[src/rtl/phosphor_trail_gen.sv]
// Phosphor trail generator.
// Draws a moving line pattern from the pixel coordinates and the frame
// counter, and keeps N_LAG older copies of that line visible with falling
// brightness, like the afterglow on a CRT. The newest copy is the head of
// the trail. The pixel colour is registered, so it appears one clk after
// hpos/vpos.
module phosphor_trail_gen #(
  parameter int N_LAG = 15,
  parameter int FN_W  = 9,
  parameter int ACT_W = 512,
  parameter int ACT_H = 480
) (
  input  logic            clk,
  input  logic            rst_n,
  input  logic [9:0]      hpos,
  input  logic [9:0]      vpos,
  input  logic            vsync,
  input  logic [1:0]      mode,
  input  logic [1:0]      tint,
  input  logic            pause,
  input  logic            step,
  output logic [1:0]      r,
  output logic [1:0]      g,
  output logic [1:0]      b,
  output logic [FN_W-1:0] frame_no
);

  typedef enum logic [1:0] {
    MODE_XOR = 2'd0,
    MODE_ADD = 2'd1,
    MODE_SUB = 2'd2,
    MODE_OFF = 2'd3
  } mode_e;

  typedef enum logic [1:0] {
    TINT_GREEN = 2'd0,
    TINT_AMBER = 2'd1,
    TINT_CYAN  = 2'd2,
    TINT_WHITE = 2'd3
  } tint_e;

  // Brightness bands: the first quarter of the trail is full brightness,
  // the rest of the first half is medium, and the remainder is dim.
  localparam logic [5:0] QUARTER_AGE = 6'((N_LAG + 3) / 4);
  localparam logic [5:0] HALF_AGE    = 6'((N_LAG + 1) / 2);
  localparam bit         HEAD_EN     = (N_LAG > 1);
  localparam logic [10:0] ACT_W_L    = 11'(ACT_W);
  localparam logic [10:0] ACT_H_L    = 11'(ACT_H);

  // Frame control state.
  logic            vs_q, vs_d;
  logic            seen_low_q, seen_low_d;
  logic            step_pend_q, step_pend_d;
  logic [FN_W-1:0] frame_q, frame_d;
  mode_e           mode_q, mode_d;
  tint_e           tint_q, tint_d;

  // Pixel output state.
  logic [1:0]      r_q, r_d;
  logic [1:0]      g_q, g_d;
  logic [1:0]      b_q, b_d;

  logic            frame_edge;
  logic            advance;

  // Detect the vsync rise, then update the frame counter, the pending step
  // and the mode/tint shadows. seen_low_q keeps vsync from counting as a
  // rise when it is already high as reset is released.
  always_comb begin
    frame_edge  = vsync & ~vs_q & seen_low_q;
    advance     = frame_edge & (~pause | step_pend_q | step);
    vs_d        = vsync;
    seen_low_d  = seen_low_q | ~vsync;
    step_pend_d = frame_edge ? 1'b0 : (step_pend_q | step);
    frame_d     = advance ? frame_q + 1'b1 : frame_q;
    mode_d      = frame_edge ? mode_e'(mode) : mode_q;
    tint_d      = frame_edge ? tint_e'(tint) : tint_q;
  end

  // Frame control registers.
  always_ff @(posedge clk or negedge rst_n) begin
    if (!rst_n) begin
      vs_q        <= 1'b0;
      seen_low_q  <= 1'b0;
      step_pend_q <= 1'b0;
      frame_q     <= '0;
      mode_q      <= MODE_XOR;
      tint_q      <= TINT_GREEN;
    end else begin
      vs_q        <= vs_d;
      seen_low_q  <= seen_low_d;
      step_pend_q <= step_pend_d;
      frame_q     <= frame_d;
      mode_q      <= mode_d;
      tint_q      <= tint_d;
    end
  end

  logic [FN_W-1:0] hx, vy, t_k, pat_k;
  logic            hit_any;
  logic [5:0]      age;

  // Compare the pixel with every trace in the trail. The scan runs from the
  // oldest trace to the newest, so the newest hit is the one that is kept.
  always_comb begin
    hx      = hpos[FN_W-1:0];
    vy      = vpos[FN_W-1:0];
    t_k     = '0;
    pat_k   = '0;
    hit_any = 1'b0;
    age     = '0;
    for (int k = N_LAG - 1; k >= 0; k--) begin
      t_k = frame_q - FN_W'(k);
      case (mode_q)
        MODE_ADD: pat_k = vy + t_k;
        MODE_SUB: pat_k = vy - t_k;
        default:  pat_k = vy ^ t_k;
      endcase
      if (hx == pat_k) begin
        hit_any = 1'b1;
        age     = 6'(k);
      end
    end
  end

  logic [1:0] lvl;
  logic       head;
  logic       visible;

  // Turn the trace age into a brightness level and a colour. The head is
  // drawn white; older traces take the shadow tint.
  always_comb begin
    lvl = 2'd0;
    if (hit_any) begin
      if (age == 6'd0)             lvl = 2'd3;
      else if (age < QUARTER_AGE)  lvl = 2'd3;
      else if (age < HALF_AGE)     lvl = 2'd2;
      else                         lvl = 2'd1;
    end
    head    = hit_any && (age == 6'd0) && HEAD_EN;
    visible = ({1'b0, hpos} < ACT_W_L) && ({1'b0, vpos} < ACT_H_L) &&
              (mode_q != MODE_OFF);
    r_d = 2'd0;
    g_d = 2'd0;
    b_d = 2'd0;
    if (visible) begin
      if (head) begin
        r_d = lvl;
        g_d = lvl;
        b_d = lvl;
      end else begin
        case (tint_q)
          TINT_GREEN: g_d = lvl;
          TINT_AMBER: begin
            r_d = lvl;
            g_d = lvl;
          end
          TINT_CYAN: begin
            g_d = lvl;
            b_d = lvl;
          end
          default: begin
            r_d = lvl;
            g_d = lvl;
            b_d = lvl;
          end
        endcase
      end
    end
  end

  // Pixel output registers.
  always_ff @(posedge clk or negedge rst_n) begin
    if (!rst_n) begin
      r_q <= 2'd0;
      g_q <= 2'd0;
      b_q <= 2'd0;
    end else begin
      r_q <= r_d;
      g_q <= g_d;
      b_q <= b_d;
    end
  end

  assign r        = r_q;
  assign g        = g_q;
  assign b        = b_q;
  assign frame_no = frame_q;

endmodule

[config.mk]
export PLATFORM = sky130hd
export DESIGN_NAME = phosphor_trail_gen
export DESIGN_NICKNAME = d
export VERILOG_FILES = /design/src/rtl/phosphor_trail_gen.sv
export SDC_FILE = /design/constraint.sdc
export NUM_CORES = 1
export LEC_CHECK = 0
export BUFFER_PORTS_ARGS = -buffer_cell sky130_fd_sc_hd__clkbuf_2
export CAP_MARGIN = 25
export CORE_MARGIN = 2
export CORE_UTILIZATION = 54
export DETAILED_ROUTE_END_ITERATION = 10
export GPL_TIMING_DRIVEN = 1
export PLACE_DENSITY = 0.71
export SYNTH_ARGS = -nofsm -noshare
export SYNTH_HDL_FRONTEND = slang
export SYNTH_SLANG_ARGS = --single-unit
[constraint.sdc]
create_clock -name clk -period 5.7 [get_ports clk]
set_clock_uncertainty 0.15 [all_clocks]
set_input_delay 0.57 -clock clk [delete_from_list [all_inputs] [get_ports clk]]
set_output_delay 0.57 -clock clk [all_outputs]
set_load 0.02 [all_outputs]
* Word level (Yosys, flattened, before mapping)
Cells that the tools add are included.
Operators by class: add/sub/neg operators 45, order comparisons 4, equality and inequality tests 20, muxes and demuxes 57, bitwise logic cells 25, reductions and logical operators 7
Operators with widths (number):
- $pmux 9 s2 | 15
- $add 9x9->9 | 15
- $eq 9x9->1 | 15
- $sub 9x9->9 | 15
- $xor 9x9->9 | 15
- $mux 6 | 14
- $sub 9x4->9 const B | 7
- $sub 9x3->9 const B | 4
- $mux 2 | 11
- $sub 9x2->9 const B | 2
- $mux 1 | 16
- $lt 10x10->1 const B | 1
- $lt 10x9->1 const B | 1
- $add 9x1->9 const B | 1
- $sub 9x1->9 const B | 1
- $logic_not 6->1 | 1
- $lt 6x3->1 const B | 1
- $lt 6x4->1 const B | 1
- $eq 2x1->1 const B | 2
- $eq 2x2->1 const B | 2
- $mux 4 | 1
- $or 1x1->1 | 4
- $reduce_or 2->1 | 2
- $and 1x1->1 | 3
- other kinds (4) | 8
Word-level totals: register bits after elaboration 22, input port bits 29

* Depth between registers and ports, before layout
word-level depth 27, depth in mapped cells 23

* Least setup slack after synthesis
OpenSTA, ideal clock, no wires.
kind register -> register, start reg frame_q[3] (netlist: frame_no[3]), end reg b_q[0] (netlist: b[0]), setup time 0.132 ns, data arrival time 4.830 ns, data required time 5.418 ns, path slack 0.588 ns, stages on the path, launching flop included 23, clock period less this slack 5.112 ns, cells stage by stage dfrtp_1 -> buf_2 -> buf_4 -> buf_2 -> clkinv_1 -> ha_1 -> buf_2 -> and2b_1 -> or3_1 -> nand3_1 -> nor3_1 -> nor2_1 -> xor2_1 -> ha_1 -> a21o_1 -> o41a_1 -> and2_1 -> o21ai_1 -> nand4b_1 -> nor4_1 -> nor4_4 -> o31ai_2 -> a21oi_1
On the way: cells in the longest elaborated chain, start to end 27, elaborated cells between the ends (all ways) 130
RTL lines:
- start, declared | line 54 | logic [FN_W-1:0] frame_q, frame_d;
- start signal, assigned | line 93 | frame_q <= frame_d;
- $sub 9x4->9 | line 113 | t_k = frame_q - FN_W'(k);
- $sub 9x9->9 (tied with other cells) | line 116 | MODE_SUB: pat_k = vy - t_k;
- $pmux 9 s2 | line 114 | case (mode_q)
- $eq 9x9->1 | line 119 | if (hx == pat_k) begin
- $mux 4 | line 119
- $mux 6 (14 in series) | line 119
- $lt 6x4->1 | line 137 | else if (age < HALF_AGE) lvl = 2'd2;
- $mux 2 | line 137
- $mux 2 | line 136 | else if (age < QUARTER_AGE) lvl = 2'd3;
- $mux 2 | line 135 | if (age == 6'd0) lvl = 2'd3;
- $mux 2 | line 134 | if (hit_any) begin
- $mux 2 | line 152 | case (tint_q)
- $mux 2 (*) | line 147 | if (head) begin
- $mux 2 (*) | line 146 | if (visible) begin
- named net b_d[0] | line 61 | logic [1:0] b_q, b_d;
- end signal, assigned | line 177 | b_q <= 2'd0;
- end signal, assigned | line 181 | b_q <= b_d;
- end, declared | line 61
The timed path passes the listed nets; every way through them passes the cells marked *. A chain may end at the register's enable or synchronous reset.

* Worst setup path in the final report
start reg frame_q[2] (netlist: frame_no[2]), end reg b_q[0] (netlist: b[0])
Same word-level chain as after synthesis.

==> impl_metrics.ini <==
[grt]
grt_max_degree = 52
grt_use_total_pct = 39.55
grt_pass1_wl_um = 68130
grt_overflow = 0
grt_pass1_vias = 11572
antenna_found_initial = 0

[logic_synthesis]
synth_fa_ha_area_share_pct = 12.33
synth_area_per_cell_um2 = 7.274
synth-compound-area-share_pct = 23.92
yosys_warnings = 0
synth_area_leaders = xnor2_1 (20%), ha_1 (12%), xor2_1 (8.3%)
syn_nets = 1737
synth.area.mux_share_pct = 2.587
ys_ff_latch = 22
ys.flop_type = dfrtp_1
yosysTopAreaCell = xnor2_1
synthSimpleGateAreaFrac_pct = 22.21
synth_xor_area_share_pct = 29.47
synth_area_um2 = 11610
synth_top_family_by_area = XOR/XNOR gates
syn_inst = 1596
synth_edf_count = 0
ys_types = 100
yosysSeqAreaShare_pct = 4.742
synth_top_area_share_pct = 20.07
async_flop_share_pct = 100.0

[placed_design]
gp_congestion = 1.063
place_inst = 1876
place_ws_ns = 0.4092
place_area_um2 = 12140
hpwl_um = 33620
io_buffers = 43

[cts]
post-cts-setup-buffers = 0
root_buffer = clkbuf_16
ctsHtreeMaxLevel = 1
clock_path_buffers = 2
worstSkewPairLatency_ns = 0.27
hold_buffers = 0
cts_buffers = 3
tritoncts = built
path_clk_slew_ns = 0.07
cts_resized = 0
clock_sinks = 22

[worst_setup_path]
reg2reg_from = frame_no[2]
start_kind = register
critPathMaxFanout = 8
crit_type = register to register
required_ns = 5.72
crit_path_end_kind = register
ff2ff_setup_slack_ns = 0.29
arrival_ns = 5.43
setup.worst_path.start = frame_no[2]
r2r-end = b[0]
reg2regPathDepth = 16

[timing]
finalSetupViolations = 0
final.setup.tns_ns = 0
slew_headroom_pct = 24.35
fin_crit_sh_pct = 94.89
rsz0062_at_grt = no
min_period_ns = 5.409
final_max_slew_viol_count = 0
post-route-worst-setup-slack_ns = 0.2915
worst_pin_slew_ns = 1.131
hold_violations = 0
max_freq_mhz = 184.9

[final_layout]
final_common_cell = xnor2_1
final_area_um2 = 12250
final_nets = 1747
fin_cells = 1880
final_cell_mix = xnor2_1 (266), nor2_1 (139), a21oi_1 (115)
syn_to_final_growth_pct = 5.518
post_route_cells_drive_above_1_share_pct = 9.034
antenna_cells = 0

[die]
fp.dieW_um = 150.6
core-area_um2 = 21090
die-area_um2 = 22690
die_h_um = 150.6
start_util_pct = 55.05
pin_count = 44
rows = 53

[detailed_routing]
drc = 0
dr.first_iter.drc_count = 1452
wl_per_cell_um = 24.07
drt_pre_antenna_iters = 6
ant_nets = 0
vias_per_cell = 6.557
vias = 12327
wirelength_um = 45260

[run]
drv_cap = 0

[status]
status = completed

[hold_path]
hp-class = input port to asynchronous set/reset pin
[sequential cells by signal, indices dropped and copies added, names as in the netlist]
register	cells
b	2
seen_low_q	1
mode_q	2
vs_q	1
step_pend_q	1
r	2
tint_q	2
frame_no	9
g	2
[synth_stat cells (all sizes together) (5+ instances only)]
master	instances
a2111oi	9
a211oi	14
a21boi	8
a21o	18
a21oi	117
a221oi	5
a31oi	37
a41oi	8
and2	14
and3	10
and4	6
buf	53
clkbuf	34
dfrtp	22
ha	108
inv	38
mux2	8
mux2i	21
nand2	105
nand2b	27
nand3	32
nand4	9
nor2	142
nor2b	28
nor3	43
nor3b	12
nor4	12
nor4b	8
o2111ai	11
o211ai	14
o21a	29
o21ai	88
o22ai	9
o31ai	16
or2	7
or3	19
or4	8
xnor2	271
xor2	110
[critical path, stage by stage (launching register included)]
cell       delay [ns]
dfrtp_1          0.38
inv_1            0.24
ha_1             0.38
xor2_1           0.55
o21ai_0          0.23
xor2_1           0.18
ha_1             0.21
or2_1            0.28
or3_1            0.40
a2111oi_0        0.47
o21ai_0          0.18
mux2i_1          0.19
xnor2_1          0.09
a2111oi_0        0.64
a21oi_1          0.20
and2_0           0.32
a21oi_1          0.24
[layer usage]
layer	GRT usage, %	wire [um]	vias to the layer above
li1	-	-	5732
met2	60.48	18930	704
met1	53.07	18510	5719
met4	18.79	2751	0
met3	8.091	5060	172
met5	0	0	-
[worst max path at each step]
stage	to	slack, ns
after floorplan	b[0]	0.59
after CTS	b[0]	0.42
final	b[0]	0.29
after global routing	b[0]	0.07
after global placement	r[0]	0.56
after detailed placement	b[0]	0.41
[cells by family (layout without fill, tap and decap cells)]
| group | count (synthesis) | count (layout) |
|---|---|---|
| XOR/XNOR | 383 | 383 |
| AND/OR/NAND/NOR | 499 | 499 |
| AO/OA/AOI/OAI | 425 | 425 |
| adder cells (fa/ha/maj) | 112 | 112 |
| flip-flops | 22 | 22 |
| buffers and inverters | 126 | 135 |
| multiplexers | 29 | 29 |
[per-stage QoR]
stage	util (%)	hold slack, ns
2_1_floorplan	-	0.1244
3_3_place_gp	57.59	0.3016
3_5_place_dp	57.59	0.3042
4_1_cts	58.09	0.1688
5_1_grt	58.09	0.1985
6_report	58.09	0.1522
[area by class of cell]
type                    count  area, um2
multi-input cells        1448      10520
fillers                  2026       8838
repair buffers             92      583.1
flip-flops and latches     22      550.5
well taps                 275      344.1
inverters                  39      146.4
clock buffers               3      75.07
clock inverters             1      30.03
Power is not shown: default switching activity piles up to over one toggle a cycle in this logic, so the estimate is an artifact.
